$ cat config.mk
export PLATFORM = sky130hd
export DESIGN_NAME = oled_pixel_streamer
export DESIGN_NICKNAME = d
export VERILOG_FILES = /design/src/rtl/oled_pixel_streamer.sv
export SDC_FILE = /design/constraint.sdc
export NUM_CORES = 1
export LEC_CHECK = 0
export CORE_AREA = 8 8 104 106
export CTS_CLUSTER_SIZE = 28
export DETAILED_ROUTE_END_ITERATION = 8
export DIE_AREA = 0 0 112 114
export GPL_ROUTABILITY_DRIVEN = 0
export PLACE_DENSITY = 0.87
export RECOVER_POWER = 25
export SLEW_MARGIN = 10
export SYNTH_ARGS = -nofsm -noshare
export SYNTH_HDL_FRONTEND = slang
export SYNTH_SLANG_ARGS = --single-unit
export TNS_END_PERCENT = 50
$ cat constraint.sdc
create_clock -name clock -period 3.8 [get_ports clock]
set_clock_uncertainty 0.1 [all_clocks]
set_input_delay 0.57 -clock clock [delete_from_list [all_inputs] [get_ports clock]]
set_output_delay 0.57 -clock clock [all_outputs]
set_load 0.01 [all_outputs]
$ cat src/rtl/oled_pixel_streamer.sv
// SSD1331 PmodOLED SPI driver: power-up and init command sequence, then an endless
// RGB565 pixel stream that prefetches pixel_data one pixel ahead of the shifter.
module oled_pixel_streamer #(
  parameter int CLK_DIV         = 1,
  parameter int PIXEL_LATENCY   = 2,
  parameter int POWERUP_CYCLES  = 20000,
  parameter int RESET_CYCLES    = 20,
  parameter int VCC_WAIT_CYCLES = 25000,
  parameter int FRAME_PIXELS    = 6144
) (
  input  logic        clock,
  input  logic        resetn,
  input  logic [15:0] pixel_data,
  output logic [12:0] pixel_index,
  output logic        sample_pixel,
  output logic        frame_begin,
  output logic        sending_pixels,
  output logic        cs,
  output logic        sclk,
  output logic        sdin,
  output logic        d_cn,
  output logic        resn,
  output logic        vccen,
  output logic        pmoden
);
  localparam int ROM_LEN = 43;
  localparam int CMAX0   = (POWERUP_CYCLES > VCC_WAIT_CYCLES) ? POWERUP_CYCLES : VCC_WAIT_CYCLES;
  localparam int CMAX    = (CMAX0 > RESET_CYCLES) ? CMAX0 : RESET_CYCLES;
  localparam int CW      = $clog2(CMAX + 1);
  localparam int DW      = (CLK_DIV > 1) ? $clog2(CLK_DIV) : 1;
  localparam int PW      = $clog2(32 * CLK_DIV + 1);

  typedef enum logic [2:0] {PWR_OFF, RST_LO, RST_HI, INIT, VCC_ON, DISP_ON, STREAM} state_t;

  function automatic logic [7:0] rom_byte(input logic [5:0] i);
    case (i)
      6'd0:  rom_byte = 8'hAE; 6'd1:  rom_byte = 8'hA0; 6'd2:  rom_byte = 8'h72;
      6'd3:  rom_byte = 8'hA1; 6'd4:  rom_byte = 8'h00; 6'd5:  rom_byte = 8'hA2;
      6'd6:  rom_byte = 8'h00; 6'd7:  rom_byte = 8'hA4; 6'd8:  rom_byte = 8'hA8;
      6'd9:  rom_byte = 8'h3F; 6'd10: rom_byte = 8'hAD; 6'd11: rom_byte = 8'h8E;
      6'd12: rom_byte = 8'hB0; 6'd13: rom_byte = 8'h0B; 6'd14: rom_byte = 8'hB1;
      6'd15: rom_byte = 8'h31; 6'd16: rom_byte = 8'hB3; 6'd17: rom_byte = 8'hF0;
      6'd18: rom_byte = 8'h8A; 6'd19: rom_byte = 8'h64; 6'd20: rom_byte = 8'h8B;
      6'd21: rom_byte = 8'h78; 6'd22: rom_byte = 8'h8C; 6'd23: rom_byte = 8'h64;
      6'd24: rom_byte = 8'hBB; 6'd25: rom_byte = 8'h3A; 6'd26: rom_byte = 8'hBE;
      6'd27: rom_byte = 8'h3E; 6'd28: rom_byte = 8'h87; 6'd29: rom_byte = 8'h06;
      6'd30: rom_byte = 8'h81; 6'd31: rom_byte = 8'h91; 6'd32: rom_byte = 8'h82;
      6'd33: rom_byte = 8'h50; 6'd34: rom_byte = 8'h83; 6'd35: rom_byte = 8'h7D;
      6'd36: rom_byte = 8'h2E; 6'd37: rom_byte = 8'h15; 6'd38: rom_byte = 8'h00;
      6'd39: rom_byte = 8'h5F; 6'd40: rom_byte = 8'h75; 6'd41: rom_byte = 8'h00;
      6'd42: rom_byte = 8'h3F;
      default: rom_byte = 8'h00;
    endcase
  endfunction

  state_t          state_q, state_d;
  logic [CW-1:0]   cnt_q, cnt_d;
  logic [5:0]      rom_ptr_q, rom_ptr_d;
  logic            busy_q, busy_d, hi_q, hi_d, run_q, run_d;
  logic [DW-1:0]   div_q, div_d;
  logic [3:0]      bits_left_q, bits_left_d;
  logic [15:0]     sh_q, sh_d, hold_q, hold_d;
  logic [PW-1:0]   pix_cyc_q, pix_cyc_d;
  logic [12:0]     idx_q, idx_d, idx_next;
  logic            samp_q, samp_d, fb_q, fb_d, send_q, send_d;
  logic            cs_q, cs_d, sclk_q, sclk_d, sdin_q, sdin_d, dcn_q, dcn_d;
  logic            resn_q, resn_d, vcc_q, vcc_d, pmod_q, pmod_d;
  logic            bit_end, unit_done, wrap, load_en;
  logic [15:0]     load_word;
  logic [3:0]      load_bits;

  assign bit_end   = busy_q && hi_q && (div_q == DW'(CLK_DIV - 1));
  assign unit_done = bit_end && (bits_left_q == 4'd0);
  assign wrap      = (idx_q == 13'(FRAME_PIXELS - 1));
  assign idx_next  = wrap ? 13'd0 : idx_q + 13'd1;

  always_comb begin
    state_d = state_q;  cnt_d = cnt_q;  rom_ptr_d = rom_ptr_q;
    busy_d = busy_q;  hi_d = hi_q;  run_d = run_q;  div_d = div_q;
    bits_left_d = bits_left_q;  sh_d = sh_q;  hold_d = hold_q;  pix_cyc_d = pix_cyc_q;
    idx_d = idx_q;  samp_d = 1'b0;  fb_d = 1'b0;  send_d = send_q;
    cs_d = cs_q;  sclk_d = sclk_q;  sdin_d = sdin_q;  dcn_d = dcn_q;
    resn_d = resn_q;  vcc_d = vcc_q;  pmod_d = pmod_q;
    load_en = 1'b0;  load_word = 16'h0000;  load_bits = 4'd7;

    // Bit engine: low phase then high phase of CLK_DIV cycles each; sclk parks high when idle.
    if (busy_q) begin
      if (div_q == DW'(CLK_DIV - 1)) begin
        div_d = '0;
        if (!hi_q) begin
          hi_d = 1'b1;  sclk_d = 1'b1;
        end else if (bits_left_q != 4'd0) begin
          hi_d = 1'b0;  sclk_d = 1'b0;  sh_d = sh_q << 1;  sdin_d = sh_q[14];
          bits_left_d = bits_left_q - 4'd1;
        end else begin
          busy_d = 1'b0;
        end
      end else begin
        div_d = div_q + 1'b1;
      end
    end

    case (state_q)
      PWR_OFF: begin
        pmod_d = 1'b1;
        if (cnt_q == CW'(POWERUP_CYCLES)) begin
          state_d = RST_LO;  resn_d = 1'b0;  cnt_d = '0;
        end else cnt_d = cnt_q + 1'b1;
      end
      RST_LO: begin
        if (cnt_q == CW'(RESET_CYCLES - 1)) begin
          state_d = RST_HI;  resn_d = 1'b1;  cnt_d = '0;
        end else cnt_d = cnt_q + 1'b1;
      end
      RST_HI: begin
        if (cnt_q == CW'(RESET_CYCLES - 1)) begin
          state_d = INIT;  cs_d = 1'b0;  dcn_d = 1'b0;  rom_ptr_d = '0;
          load_en = 1'b1;  load_word = {rom_byte(6'd0), 8'h00};
        end else cnt_d = cnt_q + 1'b1;
      end
      INIT: begin
        if (unit_done) begin
          if (rom_ptr_q == 6'(ROM_LEN - 1)) begin
            state_d = VCC_ON;  cs_d = 1'b1;  vcc_d = 1'b1;  cnt_d = '0;
          end else begin
            rom_ptr_d = rom_ptr_q + 6'd1;
            load_en = 1'b1;  load_word = {rom_byte(rom_ptr_q + 6'd1), 8'h00};
          end
        end
      end
      VCC_ON: begin
        if (cnt_q == CW'(VCC_WAIT_CYCLES - 1)) begin
          state_d = DISP_ON;  cs_d = 1'b0;
          load_en = 1'b1;  load_word = 16'hAF00;
        end else cnt_d = cnt_q + 1'b1;
      end
      DISP_ON: begin
        if (unit_done) begin
          state_d = STREAM;  dcn_d = 1'b1;  send_d = 1'b1;
          idx_d = 13'd0;  fb_d = 1'b1;  pix_cyc_d = '0;  run_d = 1'b0;
        end
      end
      default: begin
        pix_cyc_d = pix_cyc_q + 1'b1;
        if (pix_cyc_q == PW'(PIXEL_LATENCY - 1)) begin
          samp_d = 1'b1;  hold_d = pixel_data;
        end
        // Pixel start: shift the held word and request the next pixel in the same cycle.
        if ((!run_q && pix_cyc_q == PW'(PIXEL_LATENCY)) || (run_q && unit_done)) begin
          load_en = 1'b1;  load_word = hold_q;  load_bits = 4'd15;
          run_d = 1'b1;  pix_cyc_d = '0;  idx_d = idx_next;  fb_d = wrap;
        end
      end
    endcase

    if (load_en) begin
      busy_d = 1'b1;  hi_d = 1'b0;  div_d = '0;  sclk_d = 1'b0;
      sh_d = load_word;  sdin_d = load_word[15];  bits_left_d = load_bits;
    end
  end

  always_ff @(posedge clock) begin
    if (!resetn) begin
      state_q <= PWR_OFF;  cnt_q <= '0;  rom_ptr_q <= '0;
      busy_q <= 1'b0;  hi_q <= 1'b0;  run_q <= 1'b0;  div_q <= '0;
      bits_left_q <= '0;  sh_q <= '0;  hold_q <= '0;  pix_cyc_q <= '0;
      idx_q <= '0;  samp_q <= 1'b0;  fb_q <= 1'b0;  send_q <= 1'b0;
      cs_q <= 1'b1;  sclk_q <= 1'b1;  sdin_q <= 1'b0;  dcn_q <= 1'b0;
      resn_q <= 1'b1;  vcc_q <= 1'b0;  pmod_q <= 1'b0;
    end else begin
      state_q <= state_d;  cnt_q <= cnt_d;  rom_ptr_q <= rom_ptr_d;
      busy_q <= busy_d;  hi_q <= hi_d;  run_q <= run_d;  div_q <= div_d;
      bits_left_q <= bits_left_d;  sh_q <= sh_d;  hold_q <= hold_d;  pix_cyc_q <= pix_cyc_d;
      idx_q <= idx_d;  samp_q <= samp_d;  fb_q <= fb_d;  send_q <= send_d;
      cs_q <= cs_d;  sclk_q <= sclk_d;  sdin_q <= sdin_d;  dcn_q <= dcn_d;
      resn_q <= resn_d;  vcc_q <= vcc_d;  pmod_q <= pmod_d;
    end
  end

  assign pixel_index    = idx_q;
  assign sample_pixel   = samp_q;
  assign frame_begin    = fb_q;
  assign sending_pixels = send_q;
  assign cs             = cs_q;
  assign sclk           = sclk_q;
  assign sdin           = sdin_q;
  assign d_cn           = dcn_q;
  assign resn           = resn_q;
  assign vccen          = vcc_q;
  assign pmoden         = pmod_q;
endmodule

==> impl_metrics.py, run 1 <==
metrics = {
    "placed_design": {
        "place_area_mm2": 0.00564,
        "dp.cells": 805,
        "port_buffers": 40,
        "place_worst_setup_slack_ns": 0.513,
        "dpl.hpwl_um": 9660,
    },
    "power_and_ir_drop": {
        "p_int_mw": 1.36,
        "p_sw_mw": 0.471,
        "switching_share_pct": 25.7,
        "combinationalPowerShare_pct": 6.9,
        "power.density_mw_per_mm2": 314,
        "ir_drop_mv": 0.322,
        "finalPower_mw": 1.83,
        "pwr-share-seq_pct": 54.2,
        "leakage_nw": 2.06,
        "p_clk_share_pct": 38.9,
    },
    "clock_network": {
        "cts_buffers": 9,
        "cts_tree": "built",
        "cts_root_buf": "clkbuf_8",
        "htreeDepth": 3,
        "path_clk_slew_ns": 0.10,
        "hold_buffers": 0,
        "clkSinkCount": 91,
        "clk_latency_ns": 0.38,
        "post_cts_buffers": 0,
        "clockBufferDepth": 2,
        "postCtsResizedCells": 0,
    },
    "logic_synthesis": {
        "yosys.area.top_type": "dfxtp_1",
        "yosys_warnings": 0,
        "avgSynthCellArea_um2": 7.56,
        "synth_area_leaders": "dfxtp_1, nor2_1, nand2_1, a21oi_1, ha_1",
        "synth_seq_cells": 91,
        "dominantRegCellSynth": "dfxtp_1",
        "synth_area_mm2": 0.00522,
        "synth.distinct_cells": 61,
        "synthArstFlopShare_pct": 0,
        "synth_cells": 690,
        "synth_edf_count": 0,
        "synthDominantCellAreaShare_pct": 34.9,
        "synth_nets": 726,
        "yosysSeqAreaShare_pct": 34.9,
    },
    "worst_setup_path": {
        "cp_max_fo": 35,
        "path_class": "in -> reg",
        "crit_chain": "clkdlybuf4s50_1 > buf_4 > inv_1 > clkbuf_1 > nor2_1 > a22o_1",
        "rr_endpoint": "sdin",
        "worstSetupEndpointType": "register",
        "arrival_ns": 3.57,
        "r2r_slack_ns": 0.44,
        "critPathRequiredTime_ns": 3.96,
        "worst_path_max_delay_cell": "clkbuf_1",
        "reg2reg_depth": 9,
        "cpPeakStageDelay_ns": 1.21,
        "worstSetupStartpointType": "input port",
        "r2r-start": "rom_ptr_q[0]",
    },
    "timing": {
        "setup_tns_ns": 0,
        "rsz0062_at_grt": "false",
        "fin_crit_sh_pct": 89.8,
        "hold_viol": 0,
        "fin_crit_ns": 3.41,
        "finalSetupViolations": 0,
        "fmax_mhz": 293,
        "tightestPinTransition_ns": 1.60,
        "worst_slack_ns": 0.388,
        "drv_slew": 36,
        "slew_headroom_pct": -6.36,
    },
    "drt": {
        "drt_iter0_drc": 483,
        "wl_per_cell_um": 16.9,
        "routed_wl_um": 13800,
        "firstDrtPassIters": 8,
        "drc": 0,
        "final_antenna_net_count": 0,
        "vias": 5279,
        "viasPerCell": 6.43,
    },
    "job": {
        "maxCapViolCount": 1,
    },
    "floorplan": {
        "initial_core_util_pct": 57.3,
        "fp.dieArea_mm2": 0.0128,
        "die_h_um": 114,
        "rows": 35,
        "io_pins": 41,
        "chipWidth_um": 112,
        "core_mm2": 0.00911,
    },
    "finish": {
        "layout_commonest_cell": "dfxtp_1",
        "final_cell_mix": "dfxtp_1, nor2_1, nand2_1, a21oi_1, o21ai_0",
        "num-nets-final": 741,
        "syn_to_final_growth_pct": 12.2,
        "instances_no_fill": 821,
        "drive_above_1_share_pct": 4.65,
        "diodes": 0,
        "fin_area_mm2": 0.00585,
    },
    "worst_hold_path": {
        "hold_end": "hold_q[5]",
        "hold_path_depth": 2,
        "min_from": "hold_q[5]",
        "holdCritPathClass": "reg -> reg",
    },
    "global_route": {
        "gr-total-overflow": 0,
        "grt_pass1_wl_um": 22700,
        "grt_max_degree": 36,
        "grt_util_all_layers_pct": 21.2,
        "grt_pass1_vias": 4815,
        "antenna_found_initial": 0,
    },
    "outcome": {
        "status": "complete, but fails checks",
        "violations": "capacitance limit, slew limit",
    },
}
-- worst max-delay path by stage --
stage | startpoint | endpoint | slack, ns | cells after the start
2_1_floorplan | bits_left_q[0] | state_q[0] | 1.14 | 8
3_3_place_gp | rom_ptr_q[0] | sdin | 0.68 | 9
5_1_grt | resetn | sdin | 0.22 | 6
6_report | resetn | sdin | 0.39 | 6
4_1_cts | rom_ptr_q[0] | sdin | 0.50 | 9
3_5_place_dp | rom_ptr_q[0] | sdin | 0.51 | 9
-- cells in the mapped netlist, drive strengths merged (5+ instances only) --
library cell,instances
nor4,15
nand3,27
ha,18
nand2b,9
xor2,8
inv,19
nor2b,5
or3,7
o21ai,36
buf,6
and3,9
and2,7
o211ai,5
dfxtp,91
a2bb2oi,8
nand4,12
nand2,87
a31oi,11
clkbuf,37
a21oi,62
nor2,88
a32o,5
xnor2,23
a22o,5
a211oi,5
nor3,30
-- registers in the layout, indices dropped and copies added (netlist names), 3 cells and up --
| register | flops |
|---|---|
| pixel_index | 13 |
| hold_q | 16 |
| cnt_q | 15 |
| sh_q | 15 |
| rom_ptr_q | 6 |
| state_q | 3 |
| pix_cyc_q | 6 |
| bits_left_q | 4 |
-- layout make-up --
cell class / count / area, um^2
tap: 111 / 139
sequential: 91 / 1820
inverter: 19 / 71.3
timing repair buffer: 47 / 449
multi-input combinational: 537 / 3160
clock inverter: 6 / 76.3
fill: 755 / 3260
clock buffer: 10 / 138
-- power groups by stage --
stage               clock (mW)  sequential [mW]  combinational, mW
floorplan                    0             1.00              0.102
global placement             0             1.01              0.120
detailed placement           0             1.02              0.126
CTS                      0.719            0.994              0.127
global route             0.760            0.999              0.137
finish                   0.713            0.995              0.126
-- metal layers --
| metal | up-vias | wire length, um | GRT usage (%) | part of all wire [%] |
|---|---|---|---|---|
| li1 | 2497 | - | - | - |
| met1 | 2482 | 5710 | 24.9 | 41 |
| met2 | 257 | 6690 | 36.5 | 48 |
| met3 | 43 | 1040 | 4.70 | 7.5 |
| met4 | 0 | 395 | 8.81 | 2.9 |
| met5 | - | 0 | 0 | 0 |
-- critical path, delay by kind of cell --
| family | cells | cell delay [ns] |
|---|---|---|
| buf+inv | 4 | 2.31 |
| simple gates | 1 | 0.34 |
| compound gates | 1 | 0.33 |
-- through the flow --
step | utilization, % | hold WS (ns)
2_1_floorplan | - | 0.332
3_3_place_gp | 61.9 | 0.344
3_5_place_dp | 61.9 | 0.351
4_1_cts | 64.3 | 0.363
5_1_grt | 64.2 | 0.384
6_report | 64.2 | 0.364
-- logic make-up after synthesis --
kind of cell    after synthesis  synth area share (%)
simple gates                310                  28.6
compound gates              172                  21.2
flops                        91                  34.9
buf+inv                      62                  4.56
xor+xnor                     31                  5.21
fa+ha+maj                    18                  4.32
mux                           6                  1.20
Power figures use the tool's default switching activity.
==> inputs of run 2 (changes only) <==
--- a/config.mk
+++ b/config.mk
@@ -5,12 +5,13 @@
 export SDC_FILE = /design/constraint.sdc
 export NUM_CORES = 1
 export LEC_CHECK = 0
-export CORE_AREA = 8 8 104 106
+export ABC_AREA = 1
+export CORE_AREA = 8 8 107 109
 export CTS_CLUSTER_SIZE = 28
 export DETAILED_ROUTE_END_ITERATION = 8
-export DIE_AREA = 0 0 112 114
+export DIE_AREA = 0 0 115 117
 export GPL_ROUTABILITY_DRIVEN = 0
-export PLACE_DENSITY = 0.87
+export PLACE_DENSITY = 0.8
 export RECOVER_POWER = 25
 export SLEW_MARGIN = 10
 export SYNTH_ARGS = -nofsm -noshare
==> constraint.sdc (replaced) <==
create_clock -name clock -period 3.88 [get_ports clock]
set_clock_uncertainty 0.1 [all_clocks]
set_input_delay 0.582 -clock clock [delete_from_list [all_inputs] [get_ports clock]]
set_output_delay 0.582 -clock clock [all_outputs]
set_load 0.01 [all_outputs]
==> run 2 against run 1 <==
Effect of this change: sequential share of layout area down 2.2 points; largest cell class unchanged; the flow now finishes without violations; cell area rose by 7.7%; via count is 9.3% higher; highest routed layer unchanged; worst setup slack better by 0.46 ns; largest power group unchanged; first-iteration DRC count shrank 6.6%; critical path type is now reg -> reg.
==> impl_metrics.py, run 2 <==
metrics = {
    "outcome": {
        "status": "complete, no violations",
    },
    "worst_hold_path": {
        "holdCritPathClass": "reg -> reg",
    },
    "worst_setup_path": {
        "worstSetupEndpointType": "register",
        "arrival_ns": 3.20,
        "worst_path_max_delay_cell": "dfxtp_1",
        "worstSetupStartpointType": "register",
        "critPathRequiredTime_ns": 4.05,
        "cpPeakStageDelay_ns": 0.66,
        "crit_chain": "ha_1 > inv_1 > ha_1 > clkinv_1 > nand2_1 > nand3_1 > nand2_1 > inv_1 > nand2_1 > nand2_1 > nand3_1 > nand2_1 > nor2_1 > nor2_1",
        "cp_max_fo": 18,
        "cp_num_buf_inv": 3,
        "cp_common_cell": "nand2_1",
        "crit_family": "adder cells",
        "path_class": "reg -> reg",
    },
    "global_route": {
        "gr-total-overflow": 0,
        "antenna_found_initial": 0,
        "grt_pass1_vias": 5254,
        "grt_pass1_wl_um": 24300,
        "grt_util_all_layers_pct": 21.7,
        "grt_max_degree": 45,
    },
    "logic_synthesis": {
        "synth_area_mm2": 0.00571,
        "synth_area_leaders": "dfxtp_1, nand2_1, nor2_1, nand3_1, inv_1",
        "synth_commonest_cells": "nand2_1, nor2_1, dfxtp_1, inv_1, nand3_1",
        "synthDominantCellAreaShare_pct": 31.9,
        "synth_seq_cells": 91,
        "yosysMostFrequentCell": "nand2_1",
        "synth_nets": 936,
        "synth.distinct_cells": 44,
        "yosys_warnings": 0,
        "synth_cells": 900,
        "synth_edf_count": 0,
        "avgSynthCellArea_um2": 6.35,
        "yosysSeqAreaShare_pct": 31.9,
        "yosys.area.top_type": "dfxtp_1",
        "synthArstFlopShare_pct": 0,
        "dominantRegCellSynth": "dfxtp_1",
    },
    "finish": {
        "diodes": 0,
        "syn_to_final_growth_pct": 10.3,
        "fin_area_mm2": 0.00630,
        "final_util_pct": 63.6,
        "reg_top3": "hold_q (16), cnt_q (15), sh_q (15)",
        "largest_reg_flops": 16,
        "instances_no_fill": 1057,
        "layout_commonest_cell": "nand2_1",
        "drive_above_1_share_pct": 5.21,
        "final_cell_mix": "nand2_1, nor2_1, inv_1, dfxtp_1, nand3_1",
        "num-nets-final": 952,
        "regMostFlops": "hold_q",
    },
    "timing": {
        "slew_headroom_pct": 48.4,
        "fin_crit_ns": 3.03,
        "fmax_mhz": 330,
        "fin_crit_sh_pct": 78.1,
        "setup_tns_ns": 0,
        "rsz0062_at_grt": "false",
        "tightestPinTransition_ns": 0.769,
        "hold_viol": 0,
        "finalSetupViolations": 0,
        "drv_slew": 0,
    },
    "drt": {
        "drt_iter0_drc": 451,
        "wl_per_cell_um": 13.3,
        "final_antenna_net_count": 0,
        "routed_wl_um": 14100,
        "drc": 0,
        "viasPerCell": 5.46,
        "firstDrtPassIters": 5,
        "vias": 5772,
    },
    "power_and_ir_drop": {
        "finalPower_mw": 2.11,
        "ir_drop_mv": 0.213,
        "power.density_mw_per_mm2": 335,
        "leakage_nw": 2.72,
    },
    "floorplan": {
        "chipWidth_um": 115,
        "fp.dieArea_mm2": 0.0135,
        "core_mm2": 0.00991,
        "io_pins": 41,
        "rows": 37,
        "initial_core_util_pct": 57.7,
        "die_h_um": 117,
    },
    "job": {
        "maxCapViolCount": 0,
    },
    "clock_network": {
        "cts_buffers": 9,
        "clk_latency_ns": 0.37,
        "clockBufferDepth": 2,
        "post_cts_buffers": 0,
        "hold_buffers": 0,
        "path_clk_slew_ns": 0.10,
        "clkSinkCount": 91,
        "cts_root_buf": "clkbuf_8",
        "htreeDepth": 3,
        "postCtsResizedCells": 0,
        "cts_tree": "built",
    },
    "placed_design": {
        "dpl.hpwl_um": 10200,
        "place_area_mm2": 0.00611,
        "dp.cells": 1041,
        "port_buffers": 40,
    },
}
## run 2: cell type report
class,count,area [um^2]
clock inverters,7,82.6
flip-flops and latches,91,1820
fillers,959,3610
well taps,136,170
clock buffers,9,124
multi-input cells,671,3310
repair buffers,43,415
inverters,100,377
## run 2: path summary, 6_finish.rpt
check / start / endpoint / slack (ns) / cells past startpoint
min reg2reg: pmoden / pmoden / 0.35 / 2
max: rom_ptr_q[0] / sh_q[8] / 0.85 / 14
max reg2reg: rom_ptr_q[0] / sh_q[8] / 0.85 / 14
min: pmoden / pmoden / 0.35 / 2
## run 2: metal layers
| layer | GRT usage [%] | up-vias | share of wire (%) |
|---|---|---|---|
| met2 | 34.4 | 223 | 44 |
| li1 | - | 2968 | - |
| met4 | 6.74 | 0 | 1.7 |
| met5 | 0 | - | 0 |
| met1 | 29.3 | 2556 | 47 |
| met3 | 4.16 | 25 | 7.3 |
## run 2: metrics by stage
| stage | hold WS, ns | worst slack (ns) |
|---|---|---|
| global placement | 0.336 | 0.998 |
| floorplan | 0.318 | 1.68 |
| finish | 0.351 | 0.851 |
| detailed placement | 0.336 | 0.903 |
| global route | 0.375 | 0.507 |
| CTS | 0.357 | 0.883 |
## run 2: worst register-to-register path, delay by kind of cell (launching register included)
| kind | cells | cell delay (ns) |
|---|---|---|
| adders and majority gates | 2 | 0.90 |
| and+or+nand+nor | 9 | 0.79 |
| DFF | 1 | 0.66 |
| buffers and inverters | 3 | 0.49 |
## run 2: cell families (layout without fill, tap and decap cells)
| kind of cell | Yosys count | count (layout) | synth area share [%] |
|---|---|---|---|
| flops | 91 | 91 | 31.9 |
| buf+inv | 138 | 159 | 10.0 |
| fa+ha+maj | 18 | 18 | 3.94 |
| xor+xnor | 12 | 12 | 1.84 |
| compound gates | 151 | 151 | 14.5 |
| simple gates | 490 | 490 | 37.8 |
## run 2: power by group
group | internal (mW) | total (mW) | switching [mW]
clock network | 0.311 | 0.698 | 0.387
registers | 0.965 | 1.02 | 0.0600
logic | 0.127 | 0.385 | 0.258
total | 1.40 | 2.11 | 0.706
==> inputs of run 3 (changes only) <==
--- a/config.mk
+++ b/config.mk
@@ -6,12 +6,12 @@
 export NUM_CORES = 1
 export LEC_CHECK = 0
 export ABC_AREA = 1
-export CORE_AREA = 8 8 107 109
+export CORE_AREA = 8 8 112 114
 export CTS_CLUSTER_SIZE = 28
 export DETAILED_ROUTE_END_ITERATION = 8
-export DIE_AREA = 0 0 115 117
+export DIE_AREA = 0 0 120 122
 export GPL_ROUTABILITY_DRIVEN = 0
-export PLACE_DENSITY = 0.8
+export PLACE_DENSITY = 0.76
 export RECOVER_POWER = 25
 export SLEW_MARGIN = 10
 export SYNTH_ARGS = -nofsm -noshare
==> constraint.sdc (replaced) <==
create_clock -name clock -period 2.75 [get_ports clock]
set_clock_uncertainty 0.1 [all_clocks]
set_input_delay 0.4125 -clock clock [delete_from_list [all_inputs] [get_ports clock]]
set_output_delay 0.4125 -clock clock [all_outputs]
set_load 0.01 [all_outputs]
==> run 3 against run 2 <==
Effect of this change: sequential share of layout area fell by 0.27 points; die area increased by 8.8%; global-route usage shrank 1.7 points; combinational power rose by 45%; first-iteration DRC count shrank 1.6%; clock-buffer cell count grew 1; largest cell class unchanged; sequential power is 41% higher; critical endpoint is now sdin; routed wire length up 2.1%; via count shrank 0.50%; clock power grew 27%.
==> impl_metrics.py, run 3 (synthesized netlist as in run 2, its figures left out) <==
metrics = {
    "outcome": {
        "status": "complete, no violations",
    },
    "placed_design": {
        "place_worst_setup_slack_ns": 0.443,
        "port_buffers": 40,
        "place_area_mm2": 0.00618,
        "dpl.hpwl_um": 10600,
    },
    "finish": {
        "fin_area_mm2": 0.00636,
        "diodes": 0,
        "drive_above_1_share_pct": 6.14,
        "fillers": 1059,
        "reg_top3": "hold_q (16), cnt_q (15), sh_q (15)",
        "final_cell_mix": "nand2_1, nor2_1, inv_1, dfxtp_1, nand3_1",
        "largest_reg_flops": 16,
        "regMostFlops": "hold_q",
        "syn_to_final_growth_pct": 11.3,
        "layout_commonest_cell": "nand2_1",
        "num-nets-final": 959,
    },
    "timing": {
        "worst_slack_ns": 0.402,
        "setup_tns_ns": 0,
        "fin_crit_sh_pct": 85.4,
        "tightestPinTransition_ns": 1.07,
        "slew_headroom_pct": 28.9,
        "fin_crit_ns": 2.35,
        "rsz0062_at_grt": "false",
        "hold_viol": 0,
        "fmax_mhz": 426,
        "drv_slew": 0,
        "finalSetupViolations": 0,
    },
    "floorplan": {
        "die_h_um": 122,
        "fp.dieArea_mm2": 0.0146,
        "core_mm2": 0.0107,
        "initial_core_util_pct": 53.4,
        "rows": 38,
        "io_pins": 41,
        "chipWidth_um": 120,
    },
    "worst_setup_path": {
        "rr_endpoint": "sdin",
        "r2r-start": "state_q[0]",
        "path_class": "reg -> reg",
        "r2r_slack_ns": 0.40,
        "reg2reg_depth": 10,
        "worstSetupStartpointType": "register",
        "critical_path.endpoint": "sdin",
        "startpoint": "state_q[0]",
        "worstSetupEndpointType": "register",
        "critPathRequiredTime_ns": 2.97,
        "cp_max_fo": 13,
        "arrival_ns": 2.57,
    },
    "global_route": {
        "grt_pass1_vias": 5225,
        "antenna_found_initial": 0,
        "gr-total-overflow": 0,
        "top_usage_layer": "met2",
        "grt_use_met1_pct": 26.4,
        "grt_pass1_wl_um": 24500,
        "grt_max_degree": 45,
        "met2_usage_pct": 32.6,
        "grt_util_all_layers_pct": 20.0,
        "grt_use_met3_pct": 3.42,
    },
    "clock_network": {
        "clk_latency_ns": 0.37,
        "path_clk_slew_ns": 0.09,
        "cts_buffers": 9,
        "cts_tree": "built",
        "post_cts_buffers": 0,
        "clkSinkCount": 91,
        "cts_root_buf": "clkbuf_8",
        "clockBufferDepth": 2,
        "hold_buffers": 0,
        "htreeDepth": 3,
        "postCtsResizedCells": 0,
    },
    "drt": {
        "drt_iter0_drc": 444,
        "final_antenna_net_count": 0,
        "drc": 0,
        "routed_wl_um": 14400,
        "firstDrtPassIters": 5,
        "vias": 5743,
        "viasPerCell": 5.38,
        "wl_per_cell_um": 13.5,
    },
    "power_and_ir_drop": {
        "leakage_nw": 2.77,
        "ir_drop_mv": 0.301,
        "finalPower_mw": 2.88,
        "power.density_mw_per_mm2": 454,
    },
    "job": {
        "maxCapViolCount": 0,
    },
    "worst_hold_path": {
        "holdCritPathClass": "reg -> reg",
    },
}
==> run 3: worst max-delay path: stages (launching register included) <==
cell     delay [ns]
dfxtp_1        0.58
inv_2          0.13
nor3_2         0.45
nand3_2        0.25
nand2_2        0.17
nor2_4         0.07
nand3_4        0.16
nand2_2        0.13
nor2_1         0.14
nand2_1        0.06
nand2_1        0.05
==> run 3: final cells by class <==
cell class | instances | area [um^2] | area share, %
Tap cell | 140 | 175 | 2.75
Clock inverter | 6 | 48.8 | 0.767
Sequential cell | 91 | 1820 | 28.7
Clock buffer | 10 | 138 | 2.16
Inverter | 100 | 377 | 5.92
Timing Repair Buffer | 50 | 480 | 7.56
Multi-Input combinational cell | 671 | 3320 | 52.2
==> run 3: per-layer routing <==
layer | part of all wire [%] | routed length (um) | up-vias
li1 | - | - | 2980
met4 | 1.7 | 239 | 0
met3 | 6.5 | 931 | 22
met2 | 45 | 6440 | 206
met1 | 47 | 6750 | 2535
met5 | 0 | 0 | -
==> run 3: worst min path at each step <==
stage / start / endpoint / slack (ns) / cells after the start
floorplan: sh_q[9] / sh_q[9] / 0.32 / 2
global placement: sh_q[1] / sh_q[1] / 0.34 / 2
detailed placement: sh_q[1] / sh_q[1] / 0.34 / 2
CTS: sh_q[1] / sh_q[1] / 0.36 / 2
global route: pmoden / pmoden / 0.37 / 2
finish: pmoden / pmoden / 0.36 / 2
==> run 3: power breakdown <==
group / switching, mW / internal, mW / total [mW]
logic: 0.369 / 0.188 / 0.557
registers: 0.0812 / 1.36 / 1.44
clock network: 0.522 / 0.363 / 0.885
==> run 3: metrics by stage <==
step	instances	hold slack (ns)	util [%]
final	1068	0.355	59.4
after global routing	1068	0.374	59.4
after CTS	1068	0.358	59.5
after detailed placement	1052	0.337	57.8
after global placement	1052	0.336	57.8
after floorplan	900	0.318	-
